### src/rtl/branch_resolve_seq_pkg.sv
// rtl/branch_resolve_seq_pkg.sv - shared slot encoding and sizing for the branch resolve sequencer
package branch_resolve_seq_pkg;

  // Sized to match the predictor's update queue so tags never outnumber its entries.
  localparam int PRED_UPD_QUEUE_DEPTH = 8;
  localparam int BRSEQ_DEPTH          = PRED_UPD_QUEUE_DEPTH;
  localparam int BRSEQ_DEPTH_W        = $clog2(BRSEQ_DEPTH);

  localparam int CDB_TAKEN_BIT = 0;

  typedef enum logic [1:0] {
    SLOT_EMPTY    = 2'b00,
    SLOT_PENDING  = 2'b01,
    SLOT_RESOLVED = 2'b10
  } slot_state_e;

endpackage

### src/rtl/branch_resolve_slot.sv
// rtl/branch_resolve_slot.sv - one in-flight branch slot: state, pc and resolved direction
module branch_resolve_slot
  import branch_resolve_seq_pkg::*;
(
  input  logic        clk_in,
  input  logic        rst_in,
  input  logic        alloc_en,
  input  logic [31:0] alloc_pc,
  input  logic        resolve_en,
  input  logic        resolve_taken,
  input  logic        clear_en,
  output slot_state_e state,
  output logic [31:0] pc,
  output logic        taken
);

  slot_state_e state_q, state_d;
  logic [31:0] pc_q, pc_d;
  logic        taken_q, taken_d;

  // Clear outranks everything so a bypassed pop never leaves the slot RESOLVED.
  always_comb begin
    state_d = state_q;
    pc_d    = pc_q;
    taken_d = taken_q;
    if (clear_en) begin
      state_d = SLOT_EMPTY;
    end else if (alloc_en) begin
      state_d = SLOT_PENDING;
      pc_d    = alloc_pc;
      taken_d = 1'b0;
    end else if (resolve_en && state_q == SLOT_PENDING) begin
      state_d = SLOT_RESOLVED;
      taken_d = resolve_taken;
    end
  end

  always_ff @(posedge clk_in or negedge rst_in) begin
    if (!rst_in) begin
      state_q <= SLOT_EMPTY;
      pc_q    <= '0;
      taken_q <= 1'b0;
    end else begin
      state_q <= state_d;
      pc_q    <= pc_d;
      taken_q <= taken_d;
    end
  end

  assign state = state_q;
  assign pc    = pc_q;
  assign taken = taken_q;

endmodule

### src/rtl/branch_resolve_seq.sv
// rtl/branch_resolve_seq.sv - in-order replay of out-of-order branch resolutions to the predictor
// BRSEQ_BYPASS_EN: forward a CDB result targeting a pending head straight to the update port.
module branch_resolve_seq
  import branch_resolve_seq_pkg::*;
#(
  parameter int DEPTH   = BRSEQ_DEPTH,
  parameter int DEPTH_W = BRSEQ_DEPTH_W
) (
  input  logic               clk_in,
  input  logic               rst_in,
  input  logic               rdy_in,
  input  logic               alloc_valid,
  input  logic [31:0]        alloc_pc,
  output logic               alloc_ready,
  output logic [DEPTH_W-1:0] alloc_tag,
  input  logic               cdb_active,
  input  logic               cdb_is_br,
  input  logic [DEPTH_W-1:0] cdb_tag,
  input  logic [31:0]        cdb_val,
  output logic               upd_valid,
  output logic [31:0]        upd_pc,
  output logic               upd_taken,
  input  logic               upd_ready,
  input  logic               flush_in,
  output logic [DEPTH_W:0]   count
);

  localparam logic [DEPTH_W-1:0] PTR_ONE  = DEPTH_W'(1);
  localparam logic [DEPTH_W:0]   CNT_ONE  = (DEPTH_W+1)'(1);
  localparam logic [DEPTH_W:0]   CNT_FULL = (DEPTH_W+1)'(DEPTH);

  logic [DEPTH_W-1:0] head_q, head_d, tail_q, tail_d;
  logic [DEPTH_W:0]   count_q, count_d;

  slot_state_e      slot_state [DEPTH];
  logic [31:0]      slot_pc    [DEPTH];
  logic             slot_taken [DEPTH];
  logic [DEPTH-1:0] slot_alloc, slot_resolve, slot_clear;

  logic cdb_hit, do_alloc, do_pop, do_flush;
  logic head_busy, head_resolved, bypass_hit;
  logic unused_cdb_bits;

  assign unused_cdb_bits = ^cdb_val[31:1];

  assign alloc_ready = (count_q != CNT_FULL);
  assign alloc_tag   = tail_q;
  assign count       = count_q;

  always_comb begin
    cdb_hit       = rdy_in && cdb_active && cdb_is_br;
    do_flush      = rdy_in && flush_in;
    head_busy     = (slot_state[head_q] != SLOT_EMPTY);
    head_resolved = (slot_state[head_q] == SLOT_RESOLVED);
`ifdef BRSEQ_BYPASS_EN
    bypass_hit = cdb_hit && (cdb_tag == head_q) && (slot_state[head_q] == SLOT_PENDING);
`else
    bypass_hit = 1'b0;
`endif
    upd_valid = rdy_in && (head_resolved || bypass_hit);
    upd_pc    = upd_valid ? slot_pc[head_q] : '0;
    upd_taken = upd_valid && (head_resolved ? slot_taken[head_q] : cdb_val[CDB_TAKEN_BIT]);
    do_pop    = upd_valid && upd_ready;
    // alloc_ready looks only at the registered count, so a same-cycle pop never frees a slot early.
    do_alloc  = rdy_in && alloc_valid && alloc_ready && !flush_in;
  end

  always_comb begin
    slot_alloc   = '0;
    slot_resolve = '0;
    slot_clear   = '0;
    for (int i = 0; i < DEPTH; i++) begin
      slot_alloc[i]   = do_alloc && (tail_q == DEPTH_W'(i));
      // During a flush only the surviving head may still take its result.
      slot_resolve[i] = cdb_hit && (cdb_tag == DEPTH_W'(i)) &&
                        (!do_flush || (head_q == DEPTH_W'(i)));
      slot_clear[i]   = (do_pop && (head_q == DEPTH_W'(i))) ||
                        (do_flush && (head_q != DEPTH_W'(i)));
    end
  end

  always_comb begin
    head_d  = do_pop ? head_q + PTR_ONE : head_q;
    tail_d  = tail_q;
    count_d = count_q;
    if (do_flush) begin
      tail_d  = head_busy ? head_q + PTR_ONE : head_q;
      count_d = (head_busy && !do_pop) ? CNT_ONE : '0;
    end else begin
      if (do_alloc) begin
        tail_d = tail_q + PTR_ONE;
      end
      if (do_alloc && !do_pop) begin
        count_d = count_q + CNT_ONE;
      end else if (!do_alloc && do_pop) begin
        count_d = count_q - CNT_ONE;
      end
    end
  end

  always_ff @(posedge clk_in or negedge rst_in) begin
    if (!rst_in) begin
      head_q  <= '0;
      tail_q  <= '0;
      count_q <= '0;
    end else begin
      head_q  <= head_d;
      tail_q  <= tail_d;
      count_q <= count_d;
    end
  end

  for (genvar g = 0; g < DEPTH; g++) begin : g_slot
    branch_resolve_slot u_slot (
      .clk_in        (clk_in),
      .rst_in        (rst_in),
      .alloc_en      (slot_alloc[g]),
      .alloc_pc      (alloc_pc),
      .resolve_en    (slot_resolve[g]),
      .resolve_taken (cdb_val[CDB_TAKEN_BIT]),
      .clear_en      (slot_clear[g]),
      .state         (slot_state[g]),
      .pc            (slot_pc[g]),
      .taken         (slot_taken[g])
    );
  end

endmodule

### config.mk
export PLATFORM = sky130hd
export DESIGN_NAME = branch_resolve_seq
export DESIGN_NICKNAME = d
export VERILOG_FILES = /design/src/rtl/branch_resolve_seq_pkg.sv /design/src/rtl/branch_resolve_slot.sv /design/src/rtl/branch_resolve_seq.sv
export SDC_FILE = /design/constraint.sdc
export NUM_CORES = 1
export LEC_CHECK = 0
export ABC_CLOCK_PERIOD_IN_PS = 4000
export CAP_MARGIN = 0
export CORE_UTILIZATION = 64
export DETAILED_ROUTE_END_ITERATION = 12
export DONT_BUFFER_PORTS = 1
export PLACE_DENSITY = 0.89
export SYNTH_ARGS = -nofsm -noshare
export SYNTH_HDL_FRONTEND = slang
export SYNTH_SLANG_ARGS = --single-unit
### constraint.sdc
create_clock -name clk_in -period 4 [get_ports clk_in]
set_input_delay 0.4 -clock clk_in [delete_from_list [all_inputs] [get_ports clk_in]]
set_output_delay 0.4 -clock clk_in [all_outputs]
set_load 0.05 [all_outputs]
==> results.rst <==
.. list-table::
   :header-rows: 1

   * - Metric
     - Value
   * - Area overhead of the layout relative to synthesis
     - 14.1%
   * - HPWL after detailed placement
     - 19100 um
   * - Met1 Use GR
     - 0.432
   * - Final count of hold timing violations
     - 290
   * - Reg-to-reg critical path startpoint
     - head_q[2]
   * - Share of synthesized area spent on multiplexers
     - 0.343
   * - Clock tree from TritonCTS
     - yes
   * - Area of the die
     - 0.0226 sq mm
   * - Net switching share of the total power
     - 0.324
   * - Sw Pwr
     - 3.97 mW
   * - CTS Buf Count
     - 29
   * - Synth Area in Adders
     - 0.0139
   * - Combinational family with the most area after synthesis
     - multiplexers
   * - Cell with the biggest individual delay on the critical path
     - sky130_fd_sc_hd__mux4_2
   * - Setup repair after global routing missed its margin
     - no
   * - Worst vdd rail ir drop
     - 0.000542 V
   * - Worst hold slack
     - -0.437 ns
   * - Register area share after synthesis
     - 0.516
   * - Syn avg cell area
     - 14.3 sq um
   * - First-pass GRT wire length
     - 55200 um
   * - Chip width
     - 150 um
   * - Leak pwr
     - 7.15 nW
   * - Worst Max-Slew Pin Slew
     - 0.934 ns
   * - Residual DRC count
     - 0
   * - Ratio of final minimum period to clock period
     - 0.935
   * - Starting density of the core
     - 0.661
   * - Dominant synthesized flop cell
     - sky130_fd_sc_hd__dfrtp_1
   * - Fraction of synthesized cell area in xor and xnor cells
     - 0.00249
   * - Register area
     - 0.00727 sq mm
   * - Met2 Track Usage GR
     - 0.544
   * - Worst-case clock buffer depth
     - 3
   * - Final #Nets
     - 1143
   * - Number of max-cap violations
     - 0
   * - Achievable Freq
     - 267 MHz
   * - Critical path arrival
     - 3.34 ns
   * - Final global-route overflow total
     - 0
   * - Post-CTS setup buffers
     - 0
   * - Type of the worst setup path
     - reg2out
   * - Relative contribution of combinational cells to total power
     - 0.342
   * - Endpoints failing setup
     - 0
   * - Compound-cell area share of the yosys netlist
     - 0.0457
   * - Delay of the slowest cell on the worst path
     - 0.58 ns
   * - Area share of and/or/nand/nor cells after synthesis
     - 0.0550
   * - Synth unique cells
     - 52
   * - Number of synthesis warnings
     - 0
   * - Clock share of power
     - 0.227
   * - Core Region
     - 0.0213 sq mm
   * - Via-to-Cell Ratio
     - 6.70
   * - Met3 layer usage reported by global route
     - 0.0530
   * - Area of the mapped netlist
     - 0.0141 sq mm
   * - Global Route Usage Sum
     - 0.326
   * - Max-slew violations
     - 0
   * - Number of enable-type register cells in the synthesized netlist
     - 0
   * - CTS clk-pin slew, worst paths
     - 0.06 ns
   * - Crit path buffers/inverters
     - 2
   * - Gp weighted congestion
     - 0.863
   * - Ports
     - 117
   * - Critical path data required time
     - 3.60 ns
   * - TNS Setup
     - 0 ns
   * - Length of the first detailed-routing pass in iterations
     - 5
   * - Layout Skew
     - 0.0135 ns
   * - Standard-cell row count
     - 53
   * - HP Class
     - in2async
   * - CP most frequent cell
     - sky130_fd_sc_hd__buf_4
   * - Yosys reg bits
     - 290
   * - Largest net degree at the start of global routing
     - 291
   * - Clock root buffer
     - sky130_fd_sc_hd__clkbuf_16
   * - Die Y-Extent
     - 150 um
   * - Routing layer with the top usage in global route
     - met2
   * - Pwr Total
     - 12.2 mW
   * - Flop pwr share
     - 0.431
   * - Synthesized Nets
     - 1073
   * - Async set or reset register ratio after synthesis
     - 1.00
   * - Number of I/O port buffers
     - 0
   * - CTS H-Tree Depth
     - 1
   * - Internal power contribution
     - 8.27 mW
   * - Violated checks
     - negative hold slack
   * - Dominant delay contributor by cell family on the critical path
     - multiplexers
   * - Sort of element at the start of the critical path
     - flip-flop
   * - Inserted Diodes
     - 0
   * - Total number of vias
     - 9048
   * - WL final
     - 35300 um
   * - Endpoint type of the worst setup path
     - output port
   * - Number of global-route vias before repair
     - 9665
   * - DRT iter0 DRCs
     - 860
   * - Area of combinational cells with multiple inputs
     - 0.00655 sq mm
   * - CTS sink count
     - 290
   * - Relative max-transition margin
     - 0.376
   * - Clock insertion delay at the later pin of the skew report
     - 0.55 ns
   * - Final-layout fill cell count
     - 1181
   * - Synthesized instance count
     - 983
   * - Number of nets with antenna violations after detailed routing
     - 0
   * - Power per standard cell area
     - 762 mW/mm^2
   * - Status
     - finished with violations
   * - Peak fanout along the critical path
     - 19
   * - Source of the critical timing path
     - head_q[2]
   * - Antenna violations before repair
     - 0
   * - Routed len/inst
     - 26.1 um
   * - Layout cell share with drive strength beyond 1
     - 0.406
   * - Critical path, cell by cell
     - mux4_2 > mux2_4 > nor2_2 > nand2_1 > buf_4 > a21oi_1 > buf_4
   * - Post-layout minimum cycle time
     - 3.74 ns
power groups by stage:
| stage | Combinational (mW) | Sequential (mW) | Clock, mW |
|---|---|---|---|
| 6_report | 4.18 | 5.27 | 2.77 |
| 4_1_cts | 4.15 | 5.23 | 2.78 |
| 3_3_place_gp | 3.83 | 5.09 | 0 |
| 5_1_grt | 4.46 | 5.40 | 2.91 |
| 2_1_floorplan | 3.42 | 4.83 | 0 |
| 3_5_place_dp | 4.02 | 5.20 | 0 |
registers in the layout (all words and copies together) (netlist names):
signal and cells:
g_slot.u_slot.pc 256, g_slot.u_slot.state 16, count 4, alloc_tag 3, head_q 3, g_slot.u_slot.taken 8
layout make-up:
type,instances,area share
flip-flops and latches,290,0.452
multi-input cells,620,0.408
repair buffers,98,0.0548
clock buffers,41,0.0536
well taps,275,0.0214
clock inverters,12,0.00701
inverters,14,0.00327
routing by layer:
layer,vias to the layer above,wire (um)
met5,-,0
met4,0,1010
met3,89,2630
met2,460,18000
met1,4715,13600
li1,3784,-
synth_stat cells, drive strengths merged, types with 6 or more instances:
cell type	number	area, sq um
a21oi	56	288
buf	35	203
clkbuf	24	90.1
dfrtp	290	7260
ha	14	175
inv	14	52.6
mux2	259	3150
mux2i	10	100
mux4	70	1580
nand2	87	327
nand3	11	55.1
nand4	8	50.1
nor2	8	32.5
nor3	10	61.3
o21ai	14	70.1
o31ai	6	45.0
placed cells by master, fill, tap and decap left out, drive strengths merged, types with 6 or more instances in the layout:
| cell | Yosys | final |
|---|---|---|
| nor3 | 10 | 10 |
| mux2i | 10 | 10 |
| mux4 | 70 | 70 |
| dfrtp | 290 | 290 |
| nand3 | 11 | 11 |
| buf | 35 | 55 |
| a21oi | 56 | 56 |
| nand4 | 8 | 8 |
| ha | 14 | 14 |
| nand2 | 87 | 87 |
| nor2 | 8 | 8 |
| clkinv | 0 | 9 |
| mux2 | 259 | 259 |
| inv | 14 | 14 |
| dlygate4sd3 | 0 | 43 |
| clkbuf | 24 | 41 |
| o31ai | 6 | 6 |
| o21ai | 14 | 14 |
logic make-up (layout without fill, tap and decap cells):
group                      after synthesis  count (layout)
xor gates and xnor gates                 4               4
muxes                                  339             339
and+or+nand+nor                        157             157
buffers and inverters                   73             165
AOI/OAI and AO/OA                      105             105
adders and majority gates               15              15
DFF                                    290             290
per-stage QoR:
| stage | setup slack (ns) | utilization | hold WS (ns) | area [sq um] | cells |
|---|---|---|---|---|---|
| 2_1_floorplan | 0.495 | - | 0.104 | 14100 | 983 |
| 3_3_place_gp | 0.649 | 0.689 | 0.116 | 14700 | 1254 |
| 3_5_place_dp | 0.580 | 0.689 | 0.116 | 14700 | 1254 |
| 4_1_cts | 0.299 | 0.748 | -0.450 | 15900 | 1336 |
| 5_1_grt | 0.162 | 0.755 | -0.459 | 16100 | 1350 |
| 6_report | 0.260 | 0.755 | -0.437 | 16100 | 1350 |
worst paths after layout:
kind | to | slack (ns) | depth (start not counted)
min in group clk_in | g_slot[1].u_slot.pc[18] | 0 | 1
worst min register to register | g_slot[5].u_slot.pc[6] | 0.49 | 1
worst max register to register | g_slot[1].u_slot.pc[28] | 0.47 | 8
worst max-delay path | upd_pc[12] | 0.26 | 7
max in group asynchronous | g_slot[6].u_slot.pc[0] | 3.91 | 0
worst min-delay path | g_slot[0].u_slot.state[0] | -0.44 | 0
what timing repair did:
item / CTS / global route
hold buffers: 29 / 14
resized for setup: 0 / 0
hold endpoints to repair: 339 / 305
(Power assumes the default switching activity.)
